$ cat src/rtl/calc2_pkg.sv
// Shared calc2 types: command/response encodings, tag-slot state and issue FSM states.
package calc2_pkg;

   localparam int unsigned NUM_TAGS = 4;
   localparam int unsigned TAG_W    = 2;
   localparam int unsigned CMD_W    = 4;
   localparam int unsigned RESP_W   = 2;
   localparam int unsigned CNT_W    = 3;

   typedef enum logic [CMD_W-1:0] {
      CMD_NOP = 4'd0,
      CMD_ADD = 4'd1,
      CMD_SUB = 4'd2,
      CMD_SHL = 4'd5,
      CMD_SHR = 4'd6
   } cmd_e;

   typedef enum logic [RESP_W-1:0] {
      RESP_NONE = 2'd0,
      RESP_OK   = 2'd1,
      RESP_ERR  = 2'd2,
      RESP_RSVD = 2'd3
   } resp_e;

   typedef enum logic [1:0] {
      SLOT_FREE = 2'd0,
      SLOT_PEND = 2'd1,
      SLOT_DONE = 2'd2
   } slot_state_e;

   typedef enum logic {
      ISSUE_IDLE = 1'b0,
      ISSUE_OP2  = 1'b1
   } issue_state_e;

   // Per-tag bookkeeping; result data is kept separately because its width is a parameter.
   typedef struct packed {
      slot_state_e       state;
      logic [CMD_W-1:0]  cmd;
      logic [RESP_W-1:0] resp;
   } slot_meta_t;

endpackage

$ cat src/rtl/calc2_port_master_if.sv
// Client-side and calc2-side signals of one calc2 port master.
interface calc2_port_master_if #(parameter int unsigned DATA_W = 32);

   logic              req_valid;
   logic              req_ready;
   logic [3:0]        req_cmd;
   logic [DATA_W-1:0] req_op1;
   logic [DATA_W-1:0] req_op2;
   logic [3:0]        cmd_out;
   logic [DATA_W-1:0] data_out;
   logic [1:0]        tag_out;
   logic [1:0]        dut_resp;
   logic [DATA_W-1:0] dut_data;
   logic [1:0]        dut_tag;
   logic              rsp_valid;
   logic              rsp_ready;
   logic [DATA_W-1:0] rsp_data;
   logic [1:0]        rsp_resp;
   logic [3:0]        rsp_cmd;
   logic [2:0]        inflight;
   logic              err_spurious;

   modport master (
      input  req_valid, req_cmd, req_op1, req_op2,
      input  dut_resp, dut_data, dut_tag, rsp_ready,
      output req_ready, cmd_out, data_out, tag_out,
      output rsp_valid, rsp_data, rsp_resp, rsp_cmd, inflight, err_spurious
   );

   modport slave (
      output req_valid, req_cmd, req_op1, req_op2,
      output dut_resp, dut_data, dut_tag, rsp_ready,
      input  req_ready, cmd_out, data_out, tag_out,
      input  rsp_valid, rsp_data, rsp_resp, rsp_cmd, inflight, err_spurious
   );

endinterface

$ cat src/rtl/calc2_tag_rob.sv
// Four-slot tag reorder buffer: response capture by tag, in-order delivery from the head.
module calc2_tag_rob
   import calc2_pkg::*;
#(
   parameter int unsigned DATA_W = 32
) (
   input  logic              clk,
   input  logic              rst,
   input  logic              alloc_en,
   input  logic [TAG_W-1:0]  alloc_idx,
   input  logic [CMD_W-1:0]  alloc_cmd,
   output logic              alloc_free,
   input  logic [RESP_W-1:0] cap_resp,
   input  logic [TAG_W-1:0]  cap_tag,
   input  logic [DATA_W-1:0] cap_data,
   input  logic              pop_ready,
   output logic              rsp_valid,
   output logic [DATA_W-1:0] rsp_data,
   output logic [RESP_W-1:0] rsp_resp,
   output logic [CMD_W-1:0]  rsp_cmd,
   output logic [CNT_W-1:0]  inflight,
   output logic              err_spurious
);

   slot_meta_t        meta [NUM_TAGS];
   logic [DATA_W-1:0] data [NUM_TAGS];
   logic [TAG_W-1:0]  head_ptr;
   logic              pop;
   logic [CNT_W-1:0]  occ;

   assign alloc_free = (meta[alloc_idx].state == SLOT_FREE);
   assign rsp_valid  = (meta[head_ptr].state == SLOT_DONE);
   assign rsp_data   = data[head_ptr];
   assign rsp_resp   = meta[head_ptr].resp;
   assign rsp_cmd    = meta[head_ptr].cmd;
   assign pop        = rsp_valid & pop_ready;
   assign inflight   = occ;

   // Alloc needs FREE, capture needs PEND, pop needs DONE, so same-cycle events never collide.
   always_ff @(posedge clk or posedge rst) begin
      if (rst) begin
         for (int i = 0; i < NUM_TAGS; i++) begin
            meta[i] <= '{state: SLOT_FREE, cmd: '0, resp: '0};
            data[i] <= '0;
         end
         head_ptr     <= '0;
         err_spurious <= 1'b0;
      end else begin
         if (alloc_en) begin
            meta[alloc_idx].state <= SLOT_PEND;
            meta[alloc_idx].cmd   <= alloc_cmd;
            meta[alloc_idx].resp  <= RESP_NONE;
         end
         if (cap_resp != RESP_NONE) begin
            if (meta[cap_tag].state == SLOT_PEND) begin
               meta[cap_tag].state <= SLOT_DONE;
               meta[cap_tag].resp  <= cap_resp;
               data[cap_tag]       <= cap_data;
            end else begin
               err_spurious <= 1'b1;
            end
         end
         if (pop) begin
            meta[head_ptr].state <= SLOT_FREE;
            head_ptr             <= head_ptr + TAG_W'(1);
         end
      end
   end

   // Occupancy: count of non-FREE slots.
   always_comb begin
      occ = '0;
      for (int i = 0; i < NUM_TAGS; i++) begin
         if (meta[i].state != SLOT_FREE) occ = occ + CNT_W'(1);
      end
   end

endmodule

$ cat src/rtl/calc2_port_master.sv
// calc2 port master: serialises client operations into calc2's two-cycle tagged request protocol.
module calc2_port_master
   import calc2_pkg::*;
#(
   parameter int unsigned DATA_W = 32
) (
   input  logic                c_clk,
   input  logic                reset,
   calc2_port_master_if.master bus
);

   issue_state_e      state;
   logic [TAG_W-1:0]  alloc_ptr;
   logic [DATA_W-1:0] op2_q;
   logic              alloc_free;
   logic              accept;

   assign bus.req_ready = (state == ISSUE_IDLE) & alloc_free & ~reset;
   assign accept        = bus.req_valid & bus.req_ready;

   // Issue FSM: op1 with the command on the accept cycle, op2 with cmd 0 on the next.
   always_ff @(posedge c_clk or posedge reset) begin
      if (reset) begin
         state        <= ISSUE_IDLE;
         alloc_ptr    <= '0;
         op2_q        <= '0;
         bus.cmd_out  <= '0;
         bus.data_out <= '0;
         bus.tag_out  <= '0;
      end else begin
         case (state)
            ISSUE_IDLE: begin
               if (accept) begin
                  bus.cmd_out  <= bus.req_cmd;
                  bus.data_out <= bus.req_op1;
                  bus.tag_out  <= alloc_ptr;
                  op2_q        <= bus.req_op2;
                  alloc_ptr    <= alloc_ptr + TAG_W'(1);
                  state        <= ISSUE_OP2;
               end else begin
                  bus.cmd_out <= '0;
               end
            end
            ISSUE_OP2: begin
               bus.cmd_out  <= '0;
               bus.data_out <= op2_q;
               state        <= ISSUE_IDLE;
            end
            default: state <= ISSUE_IDLE;
         endcase
      end
   end

   calc2_tag_rob #(.DATA_W(DATA_W)) u_rob (
      .clk          (c_clk),
      .rst          (reset),
      .alloc_en     (accept),
      .alloc_idx    (alloc_ptr),
      .alloc_cmd    (bus.req_cmd),
      .alloc_free   (alloc_free),
      .cap_resp     (bus.dut_resp),
      .cap_tag      (bus.dut_tag),
      .cap_data     (bus.dut_data),
      .pop_ready    (bus.rsp_ready),
      .rsp_valid    (bus.rsp_valid),
      .rsp_data     (bus.rsp_data),
      .rsp_resp     (bus.rsp_resp),
      .rsp_cmd      (bus.rsp_cmd),
      .inflight     (bus.inflight),
      .err_spurious (bus.err_spurious)
   );

endmodule
$ cat src/flat_wrapper.sv
// flat-port wrapper written by rule: the top's interface ports become plain ports
module calc2_port_master_flat import calc2_pkg::*;
#(
   parameter int unsigned DATA_W = 32
)
  (c_clk, reset, bus_req_valid, bus_req_cmd, bus_req_op1, bus_req_op2, bus_dut_resp, bus_dut_data, bus_dut_tag, bus_rsp_ready, bus_req_ready, bus_cmd_out, bus_data_out, bus_tag_out, bus_rsp_valid, bus_rsp_data, bus_rsp_resp, bus_rsp_cmd, bus_inflight, bus_err_spurious);
  calc2_port_master_if #(.DATA_W(DATA_W)) bus_i ();
  input  logic c_clk;
  input  logic reset;
  input wire logic [$bits(bus_i.req_valid)-1:0] bus_req_valid;
  input wire logic [$bits(bus_i.req_cmd)-1:0] bus_req_cmd;
  input wire logic [$bits(bus_i.req_op1)-1:0] bus_req_op1;
  input wire logic [$bits(bus_i.req_op2)-1:0] bus_req_op2;
  input wire logic [$bits(bus_i.dut_resp)-1:0] bus_dut_resp;
  input wire logic [$bits(bus_i.dut_data)-1:0] bus_dut_data;
  input wire logic [$bits(bus_i.dut_tag)-1:0] bus_dut_tag;
  input wire logic [$bits(bus_i.rsp_ready)-1:0] bus_rsp_ready;
  output wire logic [$bits(bus_i.req_ready)-1:0] bus_req_ready;
  output wire logic [$bits(bus_i.cmd_out)-1:0] bus_cmd_out;
  output wire logic [$bits(bus_i.data_out)-1:0] bus_data_out;
  output wire logic [$bits(bus_i.tag_out)-1:0] bus_tag_out;
  output wire logic [$bits(bus_i.rsp_valid)-1:0] bus_rsp_valid;
  output wire logic [$bits(bus_i.rsp_data)-1:0] bus_rsp_data;
  output wire logic [$bits(bus_i.rsp_resp)-1:0] bus_rsp_resp;
  output wire logic [$bits(bus_i.rsp_cmd)-1:0] bus_rsp_cmd;
  output wire logic [$bits(bus_i.inflight)-1:0] bus_inflight;
  output wire logic [$bits(bus_i.err_spurious)-1:0] bus_err_spurious;
  assign bus_i.req_valid = bus_req_valid;
  assign bus_i.req_cmd = bus_req_cmd;
  assign bus_i.req_op1 = bus_req_op1;
  assign bus_i.req_op2 = bus_req_op2;
  assign bus_i.dut_resp = bus_dut_resp;
  assign bus_i.dut_data = bus_dut_data;
  assign bus_i.dut_tag = bus_dut_tag;
  assign bus_i.rsp_ready = bus_rsp_ready;
  assign bus_req_ready = bus_i.req_ready;
  assign bus_cmd_out = bus_i.cmd_out;
  assign bus_data_out = bus_i.data_out;
  assign bus_tag_out = bus_i.tag_out;
  assign bus_rsp_valid = bus_i.rsp_valid;
  assign bus_rsp_data = bus_i.rsp_data;
  assign bus_rsp_resp = bus_i.rsp_resp;
  assign bus_rsp_cmd = bus_i.rsp_cmd;
  assign bus_inflight = bus_i.inflight;
  assign bus_err_spurious = bus_i.err_spurious;
  calc2_port_master #(.DATA_W(DATA_W)) u_core (.c_clk(c_clk), .reset(reset), .bus(bus_i));
endmodule
$ cat config.mk
export PLATFORM = sky130hd
export DESIGN_NAME = calc2_port_master_flat
export DESIGN_NICKNAME = d
export VERILOG_FILES = /design/src/rtl/calc2_pkg.sv /design/src/rtl/calc2_port_master_if.sv /design/src/rtl/calc2_tag_rob.sv /design/src/rtl/calc2_port_master.sv /design/src/flat_wrapper.sv
export SDC_FILE = /design/constraint.sdc
export NUM_CORES = 1
export LEC_CHECK = 0
export BUFFER_PORTS_ARGS = -buffer_cell sky130_fd_sc_hd__clkbuf_2
export CORE_ASPECT_RATIO = 1.75
export CORE_MARGIN = 10
export CORE_UTILIZATION = 30
export CTS_CLUSTER_DIAMETER = 40
export CTS_CLUSTER_SIZE = 8
export DETAILED_ROUTE_END_ITERATION = 16
export MAX_ROUTING_LAYER = met4
export PLACE_DENSITY_LB_ADDON = 0.12
export SYNTH_ARGS = -nofsm -noshare
export SYNTH_HDL_FRONTEND = slang
export SYNTH_SLANG_ARGS = --single-unit
$ cat constraint.sdc
create_clock -name c_clk -period 18.6 [get_ports c_clk]
set_input_delay 5.58 -clock c_clk [delete_from_list [all_inputs] [get_ports c_clk]]
set_output_delay 5.58 -clock c_clk [all_outputs]
set_load 0.005 [all_outputs]
==> impl_metrics.env <==
export IMPL_first_global_vias=7406
export IMPL_period_share=0.642
export IMPL_crit_path_end_kind="primary output"
export IMPL_worstPathMaxFanout=6
export IMPL_clk_pin_slew_ps=50
export IMPL_hold_class="reg2reg"
export IMPL_area_growth_pct=26.4
export IMPL_grtUsageTotal=0.135
export IMPL_maxCapViolations=0
export IMPL_initial_core_util=0.305
export IMPL_finalWirelength_mm=27.9
export IMPL_synth_fp_nets=785
export IMPL_seqPwrFrac=0.367
export IMPL_die_width_microns=160
export IMPL_dr_total_vias=6423
export IMPL_fin_setup_tns_ps=0
export IMPL_synth_xor_area_share=0.00424
export IMPL_final_common_cell="dfrtp_1"
export IMPL_core_area_sq_um=33900
export IMPL_synth_top_area_frac=0.571
export IMPL_vias_per_cell=4.79
export IMPL_first_pass_iters=4
export IMPL_status="finished, final reports clean"
export IMPL_finalCriticalPeriod_ps=11930
export IMPL_place_area_sq_um=11700
export IMPL_cts_tree="built"
export IMPL_crit_arrival_ps=6350
export IMPL_clockBufferDepth=3
export IMPL_syn_area_sq_um=10300
export IMPL_htreeDepth=2
export IMPL_synth_compound_area_share=0.0542
export IMPL_avgSynthCellArea_sq_um=15.5
export IMPL_wire_per_inst_microns=20.8
export IMPL_pwr_density_cell_nw_per_um2=189
export IMPL_clockPowerShare=0.299
export IMPL_fin_nets=987
export IMPL_clock_root_buffer="clkbuf_16"
export IMPL_ir_worst_vdd_uv=70.7
export IMPL_slew_violations=0
export IMPL_seq_area_frac_synth=0.571
export IMPL_p_sw_mw=0.738
export IMPL_overflow=0
export IMPL_crit_required_ps=13020
export IMPL_n_antenna_cell=0
export IMPL_grt_first_pass_wirelength_mm=44.3
export IMPL_start_kind="input pin"
export IMPL_synth_area_leaders="dfrtp_1, mux2_2, mux4_2, a221o_1, and2_1"
export IMPL_cts_resized=0
export IMPL_cts_sinks=236
export IMPL_synth_largest_area_cell="dfrtp_1"
export IMPL_relSlewSlack=0.302
export IMPL_fp_dieH_microns=266
export IMPL_synth_adder_area_share=0.0133
export IMPL_layout_drive_gt1_share=0.561
export IMPL_swShare=0.298
export IMPL_setup_viol=0
export IMPL_stdcell_area_sq_um=13100
export IMPL_p_comb_frac=0.335
export IMPL_internal_power_mw=1.73
export IMPL_row_count=89
export IMPL_ant_nets=0
export IMPL_place_congestion=0.730
export IMPL_synth_top_family_by_area="multiplexers"
export IMPL_synthSimpleGateAreaFrac=0.0453
export IMPL_hold_viol=0
export IMPL_leakage_nw=5.95
export IMPL_antenna_found_initial=0
export IMPL_io_pins=190
export IMPL_hold_buffers=0
export IMPL_tightest_slew_ps=1050
export IMPL_yosys_warnings=0
export IMPL_rsz0062_at_grt="false"
export IMPL_synth_cell_types=39
export IMPL_ys_ff_latch=236
export IMPL_fin_skew_ps=10.0
export IMPL_mostFrequentLayoutCells="dfrtp_1, clkbuf_2, mux2_2"
export IMPL_synthCells=666
export IMPL_place_hpwl_mm=18.3
export IMPL_drtIter0Drc=199
export IMPL_cts_setup_buffers=0
export IMPL_grt_start_max_net_pins=113
export IMPL_route_detailed_drc=0
export IMPL_dieArea_sq_um=42600
export IMPL_port_buffers=189
export IMPL_cts_buffers=41
export IMPL_crit_type="in2out"
export IMPL_synth_mux_area_frac=0.284
export IMPL_fmax_ghz=0.0838
export IMPL_clk_latency_ps=520
[synthesized netlist by cell type (all sizes together)]
master and number:
buf 31, and4 1, and2 37, nor4b 1, nand3 2, a32o 8, and4bb 2, a221o 32
a311oi 1, a21oi 8, clkbuf 9, mux4 40, nand2b 4, a211oi 4, xnor2 4, o21ai 1
nor2 6, xor2 1, nor2b 4, and3 4, nand2 12, nor3b 2, ha 11, dfrtp 236
a21boi 2, or2 3, o21bai 1, a31oi 2, mux2 181, inv 12, a2bb2oi 4
[final cells by class]
| class | instances | area [sq um] |
|---|---|---|
| Fill cell | 3298 | 20800 |
| Sequential cell | 236 | 5910 |
| Multi-Input combinational cell | 378 | 4190 |
| Clock buffer | 51 | 1170 |
| Timing Repair Buffer | 199 | 1020 |
| Tap cell | 455 | 569 |
| Clock inverter | 10 | 163 |
| Inverter | 12 | 55.1 |
[critical path: stages]
cell	delay [ps]
clkbuf_2	130
nor2_1	320
and2_1	200
clkbuf_2	120
[layer usage]
layer	GRT usage	routed length, microns	up-vias
met4	0.0433	596	0
met2	0.223	14100	185
met3	0.0425	1920	40
met1	0.154	11300	3317
met5	-	0	-
li1	-	-	2881
[path summary, 6_finish.rpt]
kind                                     startpoint                       end  slack (ps)  depth (start not counted)
setup / recovery                              reset             bus_req_ready        6670                          4
setup reg to reg           u_core.u_rob.head_ptr[0]  u_core.u_rob.head_ptr[1]       15540                          5
min in group asynchronous                     reset           u_core.op2_q[9]        5230                          2
hold / removal                      u_core.op2_q[5]           u_core.op2_q[5]         500                          1
max in group asynchronous                     reset     u_core.u_rob.data[48]       11180                          4
hold reg to reg                     u_core.op2_q[5]           u_core.op2_q[5]         500                          1
[sequential cells by signal, indices dropped and copies added (netlist names)]
name / cells
u_core.u_rob.head_ptr: 2
u_core.bus.cmd_out: 4
u_core.bus.data_out: 32
u_core.u_rob.err_spurious: 1
u_core.u_rob.data: 128
u_core.op2_q: 32
u_core.u_rob.meta: 32
u_core.bus.tag_out: 2
u_core.alloc_ptr: 2
u_core.state: 1
[power by group through the flow]
stage	logic, mW	clock network [mW]	registers, mW
after floorplan	0.594	0	0.860
after global placement	0.847	0	0.915
after detailed placement	0.860	0	0.916
after CTS	0.859	0.767	0.912
after global routing	0.916	0.787	0.944
final	0.828	0.738	0.907
[cell families after synthesis]
logic type,Yosys count
simple gates,78
flops,236
compound gates,63
xor+xnor,5
mux,221
fa+ha+maj,11
buf+inv,52
[through the flow]
| step | utilization | setup slack [ps] | hold WS, ps | total power, mW | std cells |
|---|---|---|---|---|---|
| 2_1_floorplan | - | 6510 | 468 | 1.45 | 666 |
| 3_3_place_gp | 0.347 | 6680 | 482 | 1.76 | 1280 |
| 3_5_place_dp | 0.347 | 6670 | 488 | 1.78 | 1280 |
| 4_1_cts | 0.386 | 6670 | 499 | 2.54 | 1341 |
| 5_1_grt | 0.386 | 6570 | 506 | 2.65 | 1341 |
| 6_report | 0.386 | 6670 | 495 | 2.47 | 1341 |
No activity file was read; power rests on OpenSTA's default activity.
